<file path="config.mk">
export PLATFORM = sky130hd
export DESIGN_NAME = rpn_token_feeder
export DESIGN_NICKNAME = d
export VERILOG_FILES = /design/src/rtl/rpn_token_feeder.sv
export SDC_FILE = /design/constraint.sdc
export NUM_CORES = 1
export LEC_CHECK = 0
export CORE_ASPECT_RATIO = 0.7
export CORE_MARGIN = 5
export CORE_UTILIZATION = 45
export CTS_CLUSTER_DIAMETER = 50
export DETAILED_ROUTE_END_ITERATION = 8
export HOLD_SLACK_MARGIN = 0.06
export PLACE_DENSITY = 0.76
export SLEW_MARGIN = 0
export SYNTH_ARGS = -nofsm -noshare
export SYNTH_HDL_FRONTEND = slang
export SYNTH_SLANG_ARGS = --single-unit
</file>
<file path="constraint.sdc">
create_clock -name CLK -period 2.6 [get_ports CLK]
set_clock_uncertainty 0.15 [all_clocks]
set_input_delay 0.39 -clock CLK [delete_from_list [all_inputs] [get_ports CLK]]
set_output_delay 0.39 -clock CLK [all_outputs]
set_load 0.005 [all_outputs]
</file>
<file path="src/rtl/rpn_token_feeder.sv">
// RPN token feeder: buffers host tokens, streams them to the calculator over a
// 4-phase strobe/ack handshake, then captures and acknowledges the result.
module rpn_token_feeder #(
   parameter int DEPTH   = 16,
   parameter int CW      = 5,
   parameter int TIMEOUT = 1024
) (
   input  logic          CLK,
   input  logic          RST,
   input  logic          wr_en,
   input  logic [31:0]   wr_data,
   input  logic          wr_is_op,
   input  logic          start,
   output logic [CW-1:0] buf_count,
   output logic          buf_full,
   output logic          busy,
   output logic          calc_input_stb,
   output logic [31:0]   calc_input_data,
   output logic          calc_is_input_operator,
   input  logic          calc_input_ack,
   input  logic          calc_output_stb,
   input  logic [31:0]   calc_output_data,
   output logic          calc_output_ack,
   output logic [31:0]   result_data,
   output logic          result_valid,
   output logic          timeout_err
);

   localparam int AW = (DEPTH > 1) ? $clog2(DEPTH) : 1;
   localparam int TW = (TIMEOUT > 1) ? $clog2(TIMEOUT) : 1;
   localparam logic [TW-1:0] WAIT_LIMIT = TW'((TIMEOUT > 0) ? TIMEOUT - 1 : 0);
   localparam bit TIMEOUT_EN = (TIMEOUT != 0);

   typedef enum logic [2:0] {
      IDLE,
      SEND,
      ACKLOW,
      WAIT_RES,
      RES_ACK
   } state_t;

   state_t r_state;
   state_t w_nextState;

   logic [32:0]   r_mem [DEPTH];
   logic [AW-1:0] r_wrPtr;
   logic [AW-1:0] r_rdPtr;
   logic [CW-1:0] r_count;
   logic [CW-1:0] r_sent;
   logic [TW-1:0] r_waitCnt;
   logic [31:0]   r_resultData;
   logic          r_resultValid;
   logic          r_timeoutErr;

   logic          w_full;
   logic          w_wrAccept;
   logic          w_startOk;
   logic          w_waitExpired;
   logic          w_timeout;
   logic          w_capture;
   logic          w_tokenDone;
   logic          w_clearBuf;
   logic [32:0]   w_rdToken;

   assign w_full        = (r_count == CW'(DEPTH));
   assign w_wrAccept    = wr_en && (r_state == IDLE) && !w_full;
   // A write landing in the same cycle as start counts toward the sequence.
   assign w_startOk     = start && (r_state == IDLE) && ((r_count != '0) || w_wrAccept);
   assign w_waitExpired = TIMEOUT_EN && (r_state != IDLE) && (r_waitCnt == WAIT_LIMIT);
   assign w_rdToken     = r_mem[r_rdPtr];

   always_ff @(posedge CLK or posedge RST) begin
      if (RST) begin
         r_state <= IDLE;
      end else begin
         r_state <= w_nextState;
      end
   end

   always_comb begin
      w_nextState = r_state;
      w_timeout   = 1'b0;
      w_capture   = 1'b0;
      w_tokenDone = 1'b0;
      w_clearBuf  = 1'b0;
      case (r_state)
         IDLE: begin
            if (w_startOk) begin
               w_nextState = SEND;
            end
         end
         SEND: begin
            if (calc_input_ack) begin
               w_tokenDone = 1'b1;
               w_nextState = ACKLOW;
            end else if (w_waitExpired) begin
               w_timeout = 1'b1;
            end
         end
         ACKLOW: begin
            if (!calc_input_ack) begin
               w_nextState = (r_sent != r_count) ? SEND : WAIT_RES;
            end else if (w_waitExpired) begin
               w_timeout = 1'b1;
            end
         end
         WAIT_RES: begin
            if (calc_output_stb) begin
               w_capture   = 1'b1;
               w_nextState = RES_ACK;
            end else if (w_waitExpired) begin
               w_timeout = 1'b1;
            end
         end
         RES_ACK: begin
            if (!calc_output_stb) begin
               w_clearBuf  = 1'b1;
               w_nextState = IDLE;
            end else if (w_waitExpired) begin
               w_timeout = 1'b1;
            end
         end
         default: begin
            w_nextState = IDLE;
         end
      endcase
      if (w_timeout) begin
         w_clearBuf  = 1'b1;
         w_nextState = IDLE;
      end
   end

   always_ff @(posedge CLK) begin
      if (w_wrAccept) begin
         r_mem[r_wrPtr] <= {wr_is_op, wr_data};
      end
   end

   // Pointers, counters and result registers; clearing wins since it only
   // happens outside IDLE where no write can be accepted.
   always_ff @(posedge CLK or posedge RST) begin
      if (RST) begin
         r_wrPtr       <= '0;
         r_rdPtr       <= '0;
         r_count       <= '0;
         r_sent        <= '0;
         r_waitCnt     <= '0;
         r_resultData  <= '0;
         r_resultValid <= 1'b0;
         r_timeoutErr  <= 1'b0;
      end else begin
         r_resultValid <= w_capture;
         r_timeoutErr  <= w_timeout;
         if (w_capture) begin
            r_resultData <= calc_output_data;
         end
         if (w_clearBuf) begin
            r_wrPtr <= '0;
            r_rdPtr <= '0;
            r_count <= '0;
            r_sent  <= '0;
         end else begin
            if (w_wrAccept) begin
               r_wrPtr <= r_wrPtr + 1'b1;
               r_count <= r_count + 1'b1;
            end
            if (w_tokenDone) begin
               r_rdPtr <= r_rdPtr + 1'b1;
               r_sent  <= r_sent + 1'b1;
            end
         end
         if (w_nextState != r_state) begin
            r_waitCnt <= '0;
         end else if (r_state != IDLE) begin
            r_waitCnt <= r_waitCnt + 1'b1;
         end
      end
   end

   assign buf_count              = r_count;
   assign buf_full               = w_full;
   assign busy                   = (r_state != IDLE);
   assign calc_input_stb         = (r_state == SEND);
   assign calc_input_data        = calc_input_stb ? w_rdToken[31:0] : '0;
   assign calc_is_input_operator = calc_input_stb ? w_rdToken[32] : 1'b0;
   assign calc_output_ack        = (r_state == RES_ACK);
   assign result_data            = r_resultData;
   assign result_valid           = r_resultValid;
   assign timeout_err            = r_timeoutErr;

endmodule

</file>
==> results of run 1 <==
## logic make-up after synthesis
group,Yosys count
AOI/OAI and AO/OA,18
xor gates and xnor gates,29
adders and majority gates,9
buffers and inverters,62
DFF,593
muxes,198
and+or+nand+nor,137
## worst max-delay path: cells and delay by family, from the launching register on
family | cells | cell delay, ns
and+or+nand+nor | 1 | 0.18
buffers and inverters | 5 | 0.64
DFF | 1 | 0.50
muxes | 2 | 0.97
## metal layers
| metal | track usage | vias to the layer above | part of all wire |
|---|---|---|---|
| li1 | - | 4898 | - |
| met1 | 0.2771 | 6181 | 0.41 |
| met2 | 0.3076 | 482 | 0.49 |
| met3 | 0.04158 | 68 | 0.079 |
| met4 | 0.03281 | 2 | 0.015 |
| met5 | 0 | - | 0.00024 |
## cell type report
cell class              instances  share of cell area
clock inverters                36             0.01185
multi-input cells             391              0.1870
flip-flops and latches        593              0.6025
diodes                          2           0.0001724
clock buffers                  63             0.04770
inverters                      11            0.001422
well taps                     674             0.02904
repair buffers                286              0.1203
## report_power, final
part	total [mW]	internal [mW]	leakage (nW)	switching [mW]
combinational	10.5	6.27	3.40	4.26
clock	7.80	4.26	0.834	3.54
sequential	11.7	11.2	5.57	0.431
total	30.0	21.8	9.80	8.23
## through the flow
stage / total power, mW / util / hold slack (ns) / instance area (sq um) / cells
final: 30.00 / 0.5720 / 0.2653 / 29040 / 2056
after CTS: 30.05 / 0.5705 / 0.2342 / 28960 / 2050
after floorplan: 16.92 / - / 0.3389 / 23130 / 1046
after global placement: 20.57 / 0.5210 / 0.3362 / 26450 / 1901
after detailed placement: 20.75 / 0.5210 / 0.3422 / 26450 / 1901
after global routing: 31.30 / 0.5720 / 0.2496 / 29040 / 2055
## worst min-delay path by stage
stage | slack, ns | cells past startpoint | endpoint
finish | 0.27 | 2 | result_data[1]
global route | 0.25 | 2 | result_data[12]
CTS | 0.23 | 2 | result_data[0]
detailed placement | 0.34 | 1 | result_data[31]
global placement | 0.34 | 1 | result_data[0]
floorplan | 0.34 | 0 | r_mem[0][0]
## cells in the final DEF (no fill, tap or decap), types with 4 or more instances in the layout
cell type,Yosys,final
sky130_fd_sc_hd__xnor2_1,14,14
sky130_fd_sc_hd__and2_2,0,12
sky130_fd_sc_hd__a21oi_1,6,6
sky130_fd_sc_hd__xor2_1,15,15
sky130_fd_sc_hd__bufinv_16,0,4
sky130_fd_sc_hd__ha_1,9,9
sky130_fd_sc_hd__buf_8,0,4
sky130_fd_sc_hd__clkinv_1,0,15
sky130_fd_sc_hd__o21ai_0,4,4
sky130_fd_sc_hd__and2_1,47,6
sky130_fd_sc_hd__dfrtp_1,65,59
sky130_fd_sc_hd__dfrtp_2,0,4
sky130_fd_sc_hd__nand3_1,6,6
sky130_fd_sc_hd__buf_6,8,50
sky130_fd_sc_hd__buf_12,0,57
sky130_fd_sc_hd__clkinv_2,0,4
sky130_fd_sc_hd__and3_1,8,4
sky130_fd_sc_hd__nor2_1,32,32
sky130_fd_sc_hd__buf_4,1,47
sky130_fd_sc_hd__mux2_2,32,32
sky130_fd_sc_hd__nand4_1,7,7
sky130_fd_sc_hd__inv_6,0,5
sky130_fd_sc_hd__buf_16,0,6
sky130_fd_sc_hd__inv_1,10,9
sky130_fd_sc_hd__clkbuf_16,0,54
sky130_fd_sc_hd__clkbuf_1,21,9
sky130_fd_sc_hd__and2_4,0,29
sky130_fd_sc_hd__edfxtp_1,528,528
sky130_fd_sc_hd__buf_2,14,6
sky130_fd_sc_hd__mux4_2,165,165
sky130_fd_sc_hd__clkdlybuf4s50_1,0,112
sky130_fd_sc_hd__and3_2,0,4
sky130_fd_sc_hd__nand2_1,23,23
## flip-flops by register name (all words and copies together), names as in the netlist
register	count
buf_count	5
timeout_err	1
r_rdPtr	4
r_wrPtr	4
r_state	3
result_data	32
r_sent	5
r_waitCnt	10
r_mem	528
result_valid	1
## what timing repair did
action | CTS | global route
cloned | 6 | 0
setup endpoints to repair | 36 | 35
buffers inserted | 43 | 7
pin swaps | 33 | 6
resized for setup | 215 | 24
hold buffers | 1 | 0
hold endpoints to repair | 9 | 0
==> Flow_metrics.wiki, run 1 <==
{| class="wikitable"
! Metric !! Value
|-
| Slowest library cell on the worst path || sky130_fd_sc_hd__mux4_2
|-
| Class of the most critical hold timing path || in -> reg
|-
| Worst slack at placement || -0.4337 ns
|-
| Fillers || 3669
|-
| Final Max Slew Viols || 0
|-
| Critical path required time || 2.06 ns
|-
| Clock tree from TritonCTS || built
|-
| Post-synthesis mux area share || 0.1767
|-
| Element type at the critical path end || primary output
|-
| DR DRC count || 0
|-
| Maximum fanout count along the critical path || 6
|-
| Placeable Area || 50760 sq um
|-
| Count of buffers inserted at the top-level ports || 146
|-
| Clock latency at the later pin of the worst-skew pair || 0.58 ns
|-
| Post-synth EDFFs || 528
|-
| Maximum capacitance violations || 0
|-
| Number of warnings printed during yosys synthesis || 0
|-
| Worst-case clock buffer depth || 3
|-
| Number of rows in the core area || 69
|-
| Syn_area_per_cell || 22.11 sq um
|-
| XOR/XNOR Fraction of Synth Area || 0.01098
|-
| Root Buffer Master || sky130_fd_sc_hd__clkbuf_16
|-
| Die width || 280.9 microns
|-
| Measured slew at the worst slew-check pin || 0.5687 ns
|-
| Starting utilization of the core area || 0.4555
|-
| Via Count || 11630
|-
| Global-route wire length before repair || 79.38 mm
|-
| Inserted Clock Buffers || 54
|-
| Number of antenna violations at the first check in global routing || 2
|-
| Post-DP HPWL || 30.74 mm
|-
| Overall Global Routing Usage || 0.1907
|-
| Cell repeated most along the worst path || sky130_fd_sc_hd__buf_12
|-
| Number of global-route vias before repair || 12160
|-
| Layout cell share with drive strength beyond 1 || 0.3659
|-
| Total detailed-routing wirelength || 53.48 mm
|-
| Synth Flop Type || sky130_fd_sc_hd__edfxtp_1
|-
| Synth cell count leaders || sky130_fd_sc_hd__edfxtp_1, sky130_fd_sc_hd__mux4_2, sky130_fd_sc_hd__dfrtp_1
|-
| 1st-iter DRT viols || 1223
|-
| Maximum vdd ir drop || 596.4 uV
|-
| CTS H-tree lvls || 2
|-
| Average wire per standard cell || 26.01 microns
|-
| Layout-stage area growth over the synthesis result || 25.58%
|-
| Area used by multi-input combinational logic || 5431 sq um
|-
| Fraction of the mapped netlist area in compound gates || 0.005519
|-
| Hold path startpoint || calc_output_data[1]
|-
| Number of failing setup endpoints in the final timing report || 33
|-
| Synth top area share || 0.6857
|-
| Gate count of the mapped netlist || 1046
|-
| PD cells || 1033 nW/um^2
|-
| Pin count of the biggest net entering global routing || 41
|-
| Path depth of the worst reg2reg path || 6
|-
| Die extent in y || 199.7 microns
|-
| Result of the run || finished, violations left
|-
| Final critical-path required period || 3.434 ns
|-
| Sort of element at the start of the critical path || flip-flop
|-
| Worst EP arrival || 2.89 ns
|-
| Total gr overflow || 0
|-
| Worst reg2reg setup slack || 0.14 ns
|-
| Number of sinks driven by the clock tree || 593
|-
| Number of synthesized register bits || 593
|-
| F_max || 291.2 MHz
|-
| Residual antenna-violating net count after detailed routing || 0
|-
| Post-synthesis instance area || 23120 sq um
|-
| Post-synth net total || 1126
|-
| Area of the die || 56090 sq um
|-
| Leakage power summed over all cells || 9.799 nW
|-
| Post-synth top area cell || sky130_fd_sc_hd__edfxtp_1
|-
| Setup repair after global routing missed its margin || yes
|-
| Failing checks || negative setup slack
|-
| Worst flop-to-flop path endpoint || r_mem[2][1]
|-
| Via-per-instance ratio || 5.657
|-
| Fraction of synthesis flops using an asynchronous set or reset pin || 0.1096
|-
| Period utilisation layout || 1.321
|-
| RR Startpoint || r_state[1]
|-
| Worst Setup EP || calc_input_data[24]
|-
| Final sum of negative setup slack || -24.77 ns
|-
| Dominant cell by count in the synthesized netlist || sky130_fd_sc_hd__edfxtp_1
|-
| Number of primary I/O pins || 147
|-
| Worst path setup slack after routing || -0.8335 ns
|-
| Max stage delay on crit path || 0.52 ns
|-
| Area taken by flip-flops and latches || 17490 sq um
|-
| Post-synthesis share of cell area spent on and, or, nand and nor gates || 0.03230
|-
| Global placement routability congestion || 0.7583
|-
| Largest cells by area after synthesis || sky130_fd_sc_hd__edfxtp_1, sky130_fd_sc_hd__mux4_2, sky130_fd_sc_hd__dfrtp_1, sky130_fd_sc_hd__mux2_2, sky130_fd_sc_hd__and2_1
|-
| Max-Slew Margin vs Limit || 0.6197
|-
| Sequential share of the synthesized area || 0.7560
|-
| Nets || 1417
|-
| Dominant combinational cell family by area after synthesis || multiplexers
|-
| Drt first pass iters || 5
|-
| Number of failing hold endpoints at the final stage || 0
|-
| Unique masters post-synth || 42
|-
| Worst Setup SP || r_rdPtr[0]
|-
| Type of the worst setup path || reg -> out
|-
| CTS clock-pin slew for the worst setup and hold paths || 0.06 ns
|-
| Cell-by-cell listing of the critical path || buf_12 > buf_12 > buf_12 > buf_6 > mux4_2 > mux4_2 > and2_4 > buf_6
|-
| Adder and majority gate portion of the synthesized area || 0.004870
|}
Note: power is estimated with default switching activity, not from simulation.
==> inputs of run 2 (changes only) <==
==> constraint.sdc (replaced) <==
create_clock -name CLK -period 3.1 [get_ports CLK]
set_clock_uncertainty 0.15 [all_clocks]
set_input_delay 0.465 -clock CLK [delete_from_list [all_inputs] [get_ports CLK]]
set_output_delay 0.465 -clock CLK [all_outputs]
set_load 0.005 [all_outputs]
==> Flow_metrics.wiki, run 2 (same netlist as run 1, synthesis figures left out) <==
{| class="wikitable"
! Metric !! Value
|-
| Result of the run || finished, violations left
|-
| Failing checks || negative setup slack
|-
| Placed cells || 1872
|-
| Highest routed metal layer || met5
|-
| F_max || 287.0 MHz
|-
| Number of failing setup endpoints in the final timing report || 33
|-
| Starting utilization of the core area || 0.4555
|-
| Non-filler cells, final || 2014
|-
| Maximum capacitance violations || 0
|-
| Worst flop-to-flop path endpoint || r_mem[2][25]
|-
| Total gr overflow || 0
|-
| Total number of cells along the worst setup path || 8
|-
| Clock tree from TritonCTS || built
|-
| Layout cell share with drive strength beyond 1 || 0.3428
|-
| Setup repair after global routing missed its margin || yes
|-
| Met1 layer wirelength in the final routing || 21.97 mm
|-
| Number of antenna violations at the first check in global routing || 3
|-
| Worst EP arrival || 2.87 ns
|-
| CTS H-tree lvls || 2
|-
| Cell-by-cell listing of the critical path || buf_12 > buf_12 > buf_16 > buf_8 > mux4_2 > mux4_2 > and2_4 > buf_6
|-
| Placeable Area || 50760 sq um
|-
| Area of the die || 56090 sq um
|-
| Commonest cells after routing, fill and taps aside || sky130_fd_sc_hd__edfxtp_1, sky130_fd_sc_hd__mux4_2, sky130_fd_sc_hd__clkdlybuf4s50_1
|-
| 1st-iter DRT viols || 1226
|-
| Sort of element at the start of the critical path || flip-flop
|-
| Type of the worst setup path || reg -> out
|-
| Met3 routed WL || 4.077 mm
|-
| RR Startpoint || r_state[1]
|-
| CTS clock-pin slew for the worst setup and hold paths || 0.06 ns
|-
| Die extent in y || 199.7 microns
|-
| PD cells || 866.4 nW/um^2
|-
| Worst reg2reg setup slack || 0.43 ns
|-
| Die width || 280.9 microns
|-
| Nets || 1377
|-
| Residual antenna-violating net count after detailed routing || 0
|-
| Worst Hold Slack || 0.1772 ns
|-
| Routed met2 length || 26.08 mm
|-
| Number of global-route vias before repair || 11690
|-
| Proportion of power drawn by combinational gates || 0.335
|-
| Period utilisation layout || 1.124
|-
| Via Count || 11500
|-
| Critical path required time || 2.48 ns
|-
| DR DRC count || 0
|-
| Final Max Slew Viols || 0
|-
| Sequential fraction of design power || 0.399
|-
| Worst Setup SP || r_rdPtr[0]
|-
| Global placement routability congestion || 0.7317
|-
| Worst Setup EP || calc_input_data[21]
|-
| Measured slew at the worst slew-check pin || 0.7157 ns
|-
| Layout-stage area growth over the synthesis result || 23.17%
|-
| Final critical-path required period || 3.484 ns
|-
| Commonest non-fill, non-tap cell in the layout || sky130_fd_sc_hd__edfxtp_1
|-
| Post-DP HPWL || 28.68 mm
|-
| Pin count of the biggest net entering global routing || 36
|-
| Max-Slew Margin vs Limit || 0.5222
|-
| Worst-case clock buffer depth || 3
|-
| Average wire per standard cell || 26.14 microns
|-
| Worst path setup slack after routing || -0.3842 ns
|-
| Max stage delay on crit path || 0.53 ns
|-
| Drt first pass iters || 6
|-
| DP Area || 26090 sq um
|-
| Total detailed-routing wirelength || 52.65 mm
|-
| Post-route standard cell area excluding fillers || 28480 sq um
|-
| Critical path's top delay family || multiplexers
|-
| Number of sinks driven by the clock tree || 593
|-
| Via-per-instance ratio || 5.712
|-
| Count of buffers inserted at the top-level ports || 146
|-
| Number of rows in the core area || 69
|-
| Element type at the critical path end || primary output
|-
| Switching Fraction || 0.2708
|-
| Class of the most critical hold timing path || in -> async
|-
| Relative contribution of the clock network to total power || 0.266
|-
| Fin util || 0.5611
|-
| Maximum fanout count along the critical path || 6
|-
| Psw || 6.682 mW
|-
| Overall Global Routing Usage || 0.1869
|-
| Root Buffer Master || sky130_fd_sc_hd__clkbuf_16
|-
| Number of primary I/O pins || 147
|-
| Clock latency at the later pin of the worst-skew pair || 0.58 ns
|-
| Biggest register || r_mem
|-
| Leakage power summed over all cells || 9.513 nW
|-
| Maximum vdd ir drop || 556.4 uV
|-
| Pint || 17.99 mW
|-
| Inserted Clock Buffers || 52
|-
| Number of failing hold endpoints at the final stage || 0
|-
| Tot Pwr || 24.68 mW
|-
| Slowest library cell on the worst path || sky130_fd_sc_hd__dfrtp_4
|-
| Global-route wire length before repair || 78.06 mm
|-
| Crit path buf inv count || 5
|-
| Path depth of the worst reg2reg path || 5
|-
| Flip-flop count of the largest register, all copies and words added || 528
|}
## run 2: cell types whose count changed in the layout (fill, tap and decap cells not counted), sizes merged
cell / previous run / this run
clkinvlp: 2 / 5
dlymetal6s2s: 1 / 0
diode: 2 / 1
clkinv: 24 / 23
dlygate4sd3: 1 / 0
bufinv: 4 / 7
buf: 170 / 134
inv: 17 / 15
bufbuf: 1 / 0
clkbuf: 64 / 58
clkdlybuf4s50: 112 / 113
## run 2: area by class of cell
cell class	instances	area [sq um]
antenna	1	2.502
clock buffer	57	1320
clock inverter	39	406.6
fill	3651	22280
inverter	11	41.29
multi-input combinational	391	5401
sequential	593	17490
tap	674	843.3
timing repair buffer	248	2973
## run 2: layer usage
layer	global-route usage	up-vias
li1	-	4797
met1	0.2738	6187
met2	0.3047	468
met3	0.03679	50
met4	0.02719	2
met5	0	-
## run 2: power groups by stage
| stage | logic (mW) | registers [mW] | clock network, mW |
|---|---|---|---|
| floorplan | 4.34 | 9.86 | 0 |
| global placement | 7.15 | 9.97 | 0 |
| detailed placement | 7.25 | 10.0 | 0 |
| CTS | 8.32 | 9.85 | 6.66 |
| global route | 8.85 | 9.92 | 7.04 |
| finish | 8.26 | 9.86 | 6.56 |
## run 2: timing repair
action,in CTS,in global routing
gates cloned,5,0
hold buffers,0,0
pin swaps,18,0
resized for setup,212,33
setup endpoints to repair,33,34
hold endpoints to repair,0,0
buffers inserted,36,16
## run 2: how the worst min path moves through the flow
stage	start	to	slack, ns	cells after the start
after floorplan	r_waitCnt[6]	r_waitCnt[6]	0.35	2
after global placement	result_data[3]	result_data[3]	0.34	1
after detailed placement	result_data[23]	result_data[23]	0.34	1
after CTS	RST	result_data[12]	0.18	2
after global routing	RST	result_data[8]	0.23	2
final	RST	result_data[12]	0.18	2
## run 2: metrics by stage
stage               setup slack (ns)  setup TNS (ns)
finish                       -0.3842          -9.768
global route                 -0.4481          -12.06
CTS                          -0.4845          -11.34
detailed placement          -0.07809         -0.2414
global placement            -0.02648        -0.03899
floorplan                     0.3285               0
==> inputs of run 3 (changes only) <==
--- a/config.mk
+++ b/config.mk
@@ -5,6 +5,7 @@
 export SDC_FILE = /design/constraint.sdc
 export NUM_CORES = 1
 export LEC_CHECK = 0
+export CAP_MARGIN = 5
 export CORE_ASPECT_RATIO = 0.7
 export CORE_MARGIN = 5
 export CORE_UTILIZATION = 45
==> results of run 3 <==
Final layout, timing and power as in run 2 (identical DEF).
